File: src/rtl/wb_regfile_sb.sv
// Write-back stage register file with write-through read bypass and a
// per-register load scoreboard that drives the decode-stage load-use stall.
module wb_regfile_sb #(
   parameter int DATA_WIDTH    = 16,
   parameter int REGADDR_WIDTH = 3,
   parameter int ZERO_REG      = 1
) (
   input  logic                     clk,
   input  logic                     reset,
   input  logic                     wb_reg_write,
   input  logic                     wb_mem_to_reg,
   input  logic [DATA_WIDTH-1:0]    wb_read_data,
   input  logic [DATA_WIDTH-1:0]    wb_alu_result,
   input  logic [REGADDR_WIDTH-1:0] wb_rd,
   input  logic [REGADDR_WIDTH-1:0] rs1_addr,
   input  logic [REGADDR_WIDTH-1:0] rs2_addr,
   output logic [DATA_WIDTH-1:0]    rs1_data,
   output logic [DATA_WIDTH-1:0]    rs2_data,
   output logic [DATA_WIDTH-1:0]    wb_write_data,
   input  logic                     id_rs1_used,
   input  logic                     id_rs2_used,
   input  logic                     id_issue,
   input  logic                     id_issue_load,
   input  logic [REGADDR_WIDTH-1:0] id_issue_rd,
   input  logic                     flush,
   output logic                     id_stall,
   output logic                     sb_overflow
);

   localparam int NREG = 2**REGADDR_WIDTH;
   typedef logic [REGADDR_WIDTH-1:0] addr_t;

   logic [DATA_WIDTH-1:0] regs_q [NREG];
   logic [DATA_WIDTH-1:0] regs_d [NREG];
   logic [1:0]            cnt_q  [NREG];
   logic [1:0]            cnt_d  [NREG];
   logic                  ovf_q;
   logic                  ovf_d;
   logic                  commit_en;
   logic                  inc_en;
   logic                  dec_en;
   logic                  pend1;
   logic                  pend2;

   function automatic logic hardwired_zero(input addr_t a);
      return (ZERO_REG != 0) && (a == '0);
   endfunction

   assign wb_write_data = wb_mem_to_reg ? wb_read_data : wb_alu_result;
   assign commit_en     = wb_reg_write && !hardwired_zero(wb_rd);
   assign inc_en        = id_issue && id_issue_load && !hardwired_zero(id_issue_rd);
   assign dec_en        = commit_en && wb_mem_to_reg;

   // Read ports: an in-progress write-back is visible in the same cycle.
   assign rs1_data = hardwired_zero(rs1_addr) ? '0 :
                     (commit_en && (wb_rd == rs1_addr)) ? wb_write_data : regs_q[rs1_addr];
   assign rs2_data = hardwired_zero(rs2_addr) ? '0 :
                     (commit_en && (wb_rd == rs2_addr)) ? wb_write_data : regs_q[rs2_addr];

   // A source whose last outstanding load is landing now is bypassed, so it
   // no longer needs to stall.
   assign pend1 = !hardwired_zero(rs1_addr) && (cnt_q[rs1_addr] != 2'd0) &&
                  !((cnt_q[rs1_addr] == 2'd1) && dec_en && (wb_rd == rs1_addr));
   assign pend2 = !hardwired_zero(rs2_addr) && (cnt_q[rs2_addr] != 2'd0) &&
                  !((cnt_q[rs2_addr] == 2'd1) && dec_en && (wb_rd == rs2_addr));

   assign id_stall    = (id_rs1_used && pend1) || (id_rs2_used && pend2);
   assign sb_overflow = ovf_q;

   // Next state for the register file, scoreboard counters and overflow flag.
   always_comb begin
      ovf_d = ovf_q;
      for (int i = 0; i < NREG; i++) begin
         regs_d[i] = regs_q[i];
         cnt_d[i]  = cnt_q[i];
         if (commit_en && (wb_rd == addr_t'(i))) begin
            regs_d[i] = wb_write_data;
         end
         if (flush) begin
            cnt_d[i] = 2'd0;
         end else if (inc_en && (id_issue_rd == addr_t'(i)) &&
                      !(dec_en && (wb_rd == addr_t'(i)))) begin
            if (cnt_q[i] == 2'd3) begin
               ovf_d = 1'b1;
            end else begin
               cnt_d[i] = cnt_q[i] + 2'd1;
            end
         end else if (dec_en && (wb_rd == addr_t'(i)) &&
                      !(inc_en && (id_issue_rd == addr_t'(i))) &&
                      (cnt_q[i] != 2'd0)) begin
            cnt_d[i] = cnt_q[i] - 2'd1;
         end
      end
   end

   // State registers with synchronous active-low reset taking priority.
   always_ff @(posedge clk) begin
      if (!reset) begin
         for (int i = 0; i < NREG; i++) begin
            regs_q[i] <= '0;
            cnt_q[i]  <= 2'd0;
         end
         ovf_q <= 1'b0;
      end else begin
         for (int i = 0; i < NREG; i++) begin
            regs_q[i] <= regs_d[i];
            cnt_q[i]  <= cnt_d[i];
         end
         ovf_q <= ovf_d;
      end
   end

endmodule

File: config.mk
export PLATFORM = sky130hd
export DESIGN_NAME = wb_regfile_sb
export DESIGN_NICKNAME = d
export VERILOG_FILES = /design/src/rtl/wb_regfile_sb.sv
export SDC_FILE = /design/constraint.sdc
export NUM_CORES = 1
export LEC_CHECK = 0
export CORE_MARGIN = 3
export CORE_UTILIZATION = 47
export CTS_CLUSTER_SIZE = 28
export DETAILED_ROUTE_END_ITERATION = 10
export PLACE_DENSITY = 0.66
export SYNTH_ARGS = -nofsm -noshare
export SYNTH_HDL_FRONTEND = slang
export SYNTH_SLANG_ARGS = --single-unit
File: constraint.sdc
create_clock -name clk -period 3.15 [get_ports clk]
set_input_delay 0.7875 -clock clk [delete_from_list [all_inputs] [get_ports clk]]
set_output_delay 0.7875 -clock clk [all_outputs]
set_load 0.01 [all_outputs]
Word-level counts from Yosys, hierarchy flattened. Memory sizes are Yosys's and may differ from the RTL's. Cells that the tools add are included.

Add/subtract/negate cells: 16. Multipliers: 0. Div/mod/pow operators: 0. Order comparisons: 0. Equal/unequal tests: 34. Shift operators: 0. Mux-type cells: 87. Bitwise logic cells: 16. Reductions and logical operators: 109.

Operators with widths (count): $mux W16 (21); $mux W2 (40); $logic_and A1 B1 Y1 (64); $mux W1 (26); $eq A3 B3 Y1 const B (8); $logic_not A1 Y1 (22); $reduce_bool A2 Y1 (10); $add A2 B1 Y2 const B (8); $eq A2 B2 Y1 const B (8); $or A1 B1 Y1 (16); $reduce_and A2 Y1 (8); $sub A2 B1 Y2 const B (8); $eq A3 B2 Y1 const B (4); $logic_not A3 Y1 (4); $ne A1 B1 Y1 const B (8); $eq A3 B1 Y1 const B (2); $eq A3 B3 Y1 (2); $eq A2 B1 Y1 const B (2); $logic_or A1 B1 Y1 (1).

Bits in registers: 1. Latch bits: 0. Bits in writable memories: 144. Bits in read-only memories: 0. Input bits: 53. Output and inout port bits: 50. Word-level logic and storage cells: 265. Memories kept: 2.

Memory list: regs_q (words 8, bits a word 16, rd ports 2, clocked after memory_dff 0, write ports 8, RTL line 33) `logic [DATA_WIDTH-1:0] regs_q [NREG];`; cnt_q (words 8, bits a word 2, rd ports 10, clocked after memory_dff 0, write ports 8, RTL line 35) `logic [1:0] cnt_q [NREG];`.

Logic depth before layout (Yosys ltp).
Depth in word-level cells: 30. Gate-level depth with buffers: 7. Mapped depth without buffers: 5.

Worst setup path after synthesis. OpenSTA, ideal clock, no wires.

Kind: input-to-output. Start: in wb_rd[1]. End: out rs2_data[10]. Arrival: 2106 ps. Required time: 2362 ps. Setup slack: 257 ps. Cell stages on the path: 6. Path buffers: 2. Cell sequence: buf_2 xor2_1 nor4_2 nand2_1 buf_2 a211oi_1.

Longest elaborated chain between the ends: 6. Elaborated cells between the ends (all ways): 7. Classes of those cells: eq/ne (1); mux (2); reduce/logical (4).

Ends and longest elaborated chain: start: declaration (RTL line 14) `input logic [REGADDR_WIDTH-1:0] wb_rd,`; $logic_not A3 Y1 (RTL line 46) `return (ZERO_REG != 0) && (a == '0);`; $logic_not A1 Y1 (RTL line 50) `assign commit_en = wb_reg_write && !hardwired_zero(wb_rd);`; $logic_and A1 B1 Y1 (RTL line 50); $logic_and A1 B1 Y1 (*) (RTL line 58) `(commit_en && (wb_rd == rs2_addr)) ? wb_write_data : regs_q[rs2_addr];`; $mux W16 (*) (RTL line 58); $mux W16 (*) (RTL line 57) `assign rs2_data = hardwired_zero(rs2_addr) ? '0 :`; end: declaration (RTL line 18) `output logic [DATA_WIDTH-1:0] rs2_data,`.

Mark *: on every way between the ends. The rest lies on a longest branch, timed or not.

Worst setup path in the final report.
Start: in wb_mem_to_reg. End: out wb_write_data[7].

Longest elaborated chain between the ends: 1.

Ends and longest elaborated chain: start: declaration (RTL line 11) `input logic wb_mem_to_reg,`; $mux W16 (RTL line 49) `assign wb_write_data = wb_mem_to_reg ? wb_read_data : wb_alu_result;`; end: declaration (RTL line 19) `output logic [DATA_WIDTH-1:0] wb_write_data,`.

Every way passes these cells.

==> metrics.md <==
| Metric | Value |
|---|---|
| Largest area contributor in the netlist | edfxtp_1 |
| # DRC | 0 |
| Worst path required time | 2.36 ns |
| Global-route wire length before repair | 37780 microns |
| Max Slew Vio Count | 0 |
| Filler Cells Inserted | 1236 |
| Reg clk slew, reported paths | 0.06 ns |
| Die Ht | 138.3 microns |
| CTS tree | built |
| Synth warn | 0 |
| Arrival @ worst endpoint | 2.33 ns |
| Core area | 16880 sq um |
| Clock net sink count | 145 |
| Cell Pwr Density | 487.0 nW/um^2 |
| Critical path capture point | wb_write_data[7] |
| Vias in the first global route | 6569 |
| Gr ovfl total | 0 |
| Cell Rows | 47 |
| Total power | 0.005370 W |
| Minimum clock period | 3.121 ns |
| Slowest stage cell, crit path | clkdlybuf4s50_1 |
| R2R depth | 5 |
| Hold WS | 0.4433 ns |
| Initial antenna violation count | 0 |
| Max-Cap Viols | 0 |
| # diodes | 0 |
| VDD IR max | 0.4331 mV |
| Worst path max stage delay | 0.50 ns |
| Area grow syn2layout | 34.02% |
| Post-synth cell types | 48 |
| Largest net degree at the start of global routing | 19 |
| Post-synth top area share | 46.72% |
| H-tree Lvls | 4 |
| Initial Util | 48.75% |
| Via-to-Cell Ratio | 6.051 |
| CP Capture Type | primary output |
| Most Crowded Layer GR | met2 |
| FF-to-FF End | cnt_q[7][0]$_SDFFE_PP0P_ |
| Sequential area share after synthesis | 50.85% |
| RSZ-0062 raised after global routing | true |
| Status | completed |
| Final std cells w/o fill | 1060 |
| Vias after detailed routing | 6414 |
| Reg2reg start | cnt_q[7][0]$_SDFFE_PP0P_ |
| Final hold vios | 0 |
| Met3 global-route usage | 5.421% |
| WP buf/inv | 3 |
| Rel. slew slack | 48.60% |
| Final wirelength | 24840 microns |
| Area contributors post-synth | edfxtp_1 (47%), mux4_2 (20%), nor2_1 (5.4%) |
| Hpwl dp | 16550 microns |
| Crit Path Class | in2out |
| Wire length per cell | 23.43 microns |
| Period Utilization, post-route | 99.07% |
| Final net count | 880 |
| Post-route cell area | 11030 sq um |
| Placed Instances | 1012 |
| DR pass1 iterations | 5 |
| GR Util met1 | 33.09% |
| Cell Area, Placed | 10100 sq um |
| GR Util All Layers | 25.93% |
| Worst hold stages | 2 |
| Skew-Pair Late Insertion Delay | 0.43 ns |
| Share of cells above drive strength 1 | 34.64% |
| Met2 Use GR | 44.63% |
| Worst Max-Slew Pin Slew | 0.7614 ns |
| CP delay by family, top | buffers and inverters |
| FMAX | 320.4 MHz |
| #FFs+latches synth | 145 |
| Hold Crit Class | reg2reg |
| Internal reg-to-reg setup slack | 1.94 ns |
| ANT nets after route | 0 |
| Die area | 19130 sq um |
| Setup Viol. Count Final | 0 |
| Critical path startpoint | wb_mem_to_reg |
| Crit path max fanout | 5 |
| Clock Skews | 0.01141 ns |
| Max clock buf depth | 2 |
| DR iter-0 viols | 603 |
| P_leak | 4.129 nW |
| Startpoint Class | input port |
| Num CTS Buffers | 17 |
| Crit-path cells | dlygate4sd2_1 -> bufbuf_16 -> mux2_2 -> clkdlybuf4s50_1 |
| Top-level I/O count | 103 |
| Mapped Cells | 642 |
| Mean Syn Cell Area | 12.82 sq um |
| Cell count along the critical path | 4 |
| Die X | 138.3 microns |
| Root Buffer | clkbuf_16 |
| Syn Std Cell Area | 8228 sq um |
| Routability cong. | 0.8596 |
| # port buffers | 102 |
==> final cells by class <==
cell class | instances | area (sq um) | share of cell area (%)
clock buffer | 17 | 425.4 | 3.858
clock inverter | 15 | 166.4 | 1.509
inverter | 28 | 105.1 | 0.9531
multi-input combinational | 435 | 3961 | 35.92
sequential | 145 | 4184 | 37.94
tap | 220 | 275.3 | 2.496
timing repair buffer | 200 | 1909 | 17.32
==> stage by stage <==
stage,setup TNS (ns),setup WS [ns],util [%]
finish,0,0.02922,65.33
global route,-0.02136,-0.02039,65.33
CTS,-0.01388,-0.01388,64.70
detailed placement,-26.40,-0.8824,59.85
global placement,-24.43,-0.7517,59.85
floorplan,0,0.2566,-
==> repair_timing <==
action | 4_1_cts | 5_1_grt
pin swaps | 7 | 5
setup buffers | 10 | 4
hold buffers | 0 | 0
setup endpoints to repair | 47 | 32
gates resized for setup | 182 | 33
cloned | 3 | 0
==> tightest hold or removal path, cell delays in order, from the launching register on <==
cell and delay (ns):
dfxtp_1 0.32, inv_1 0.05, nor2_1 0.03
==> routing by layer <==
| layer | routed length (microns) | part of all wire [%] | up-vias |
|---|---|---|---|
| met5 | 0 | 0 | - |
| met4 | 585 | 2.4 | 0 |
| met3 | 1893 | 7.6 | 44 |
| met2 | 12780 | 51 | 289 |
| met1 | 9579 | 39 | 3256 |
| li1 | - | - | 2825 |
==> flip-flops by register name (all words and copies together), names as in the netlist <==
register,cells
regs_q,128
sb_overflow,1
cnt_q,16
==> cell usage after synthesis, drive strengths merged <==
cell / number
o221a: 1
o211ai: 5
xor2: 6
a31oi: 6
a31o: 2
edfxtp: 128
a311oi: 1
nor3: 4
a2111o: 1
nor2: 119
mux2: 16
buf: 30
o21ai: 11
nor2b: 4
o32ai: 1
a211oi: 34
nand4: 1
nor4: 2
and3: 3
a22oi: 3
o22ai: 2
clkbuf: 19
or2: 2
o311ai: 1
nand2: 38
inv: 28
nand3b: 4
nand2b: 6
mux2i: 34
dfxtp: 17
and2: 2
nand3: 9
o21bai: 1
and3b: 1
o21a: 4
mux4: 72
conb: 1
a21oi: 17
a21boi: 3
a211o: 2
nand4b: 1
==> cell usage in the layout (no fill, tap or decap), types with 21 or more instances in the layout <==
cell type and count:
a211oi_1 21, edfxtp_1 128, mux2i_1 25, nand2_1 36, buf_2 23, mux4_2 72, clkdlybuf4s50_1 57, nor2_1 115
buf_4 74, inv_1 28
==> cells by family (layout without fill, tap and decap cells) <==
kind of cell | Yosys count | in the layout | share of synthesized area, %
xor gates and xnor gates | 6 | 6 | 0.6387
buffers and inverters | 77 | 260 | 4.349
AOI/OAI and AO/OA | 95 | 95 | 7.892
other | 1 | 16 | 0.04558
and+or+nand+nor | 196 | 196 | 10.19
muxes | 122 | 122 | 26.03
DFF | 145 | 145 | 50.85
==> where the power goes <==
part,total (W),internal (W),switching [W]
clock,0.00203,0.00113,0.000903
combinational,0.00104,0.000543,0.000500
sequential,0.00229,0.00223,0.0000639
total,0.00537,0.00390,0.00147
==> how the worst min path moves through the flow <==
stage                                   startpoint                        to  slack [ns]
final                     cnt_q[0][0]$_SDFFE_PP0P_  cnt_q[0][0]$_SDFFE_PP0P_        0.44
after global routing      cnt_q[0][0]$_SDFFE_PP0P_  cnt_q[0][0]$_SDFFE_PP0P_        0.46
after CTS                 cnt_q[0][0]$_SDFFE_PP0P_  cnt_q[0][0]$_SDFFE_PP0P_        0.44
after detailed placement  cnt_q[0][1]$_SDFFE_PP0P_  cnt_q[0][1]$_SDFFE_PP0P_        0.43
after global placement    cnt_q[0][1]$_SDFFE_PP0P_  cnt_q[0][1]$_SDFFE_PP0P_        0.43
after floorplan           cnt_q[0][0]$_SDFFE_PP0P_  cnt_q[0][0]$_SDFFE_PP0P_        0.42
No activity file was read; power rests on OpenSTA's default activity.
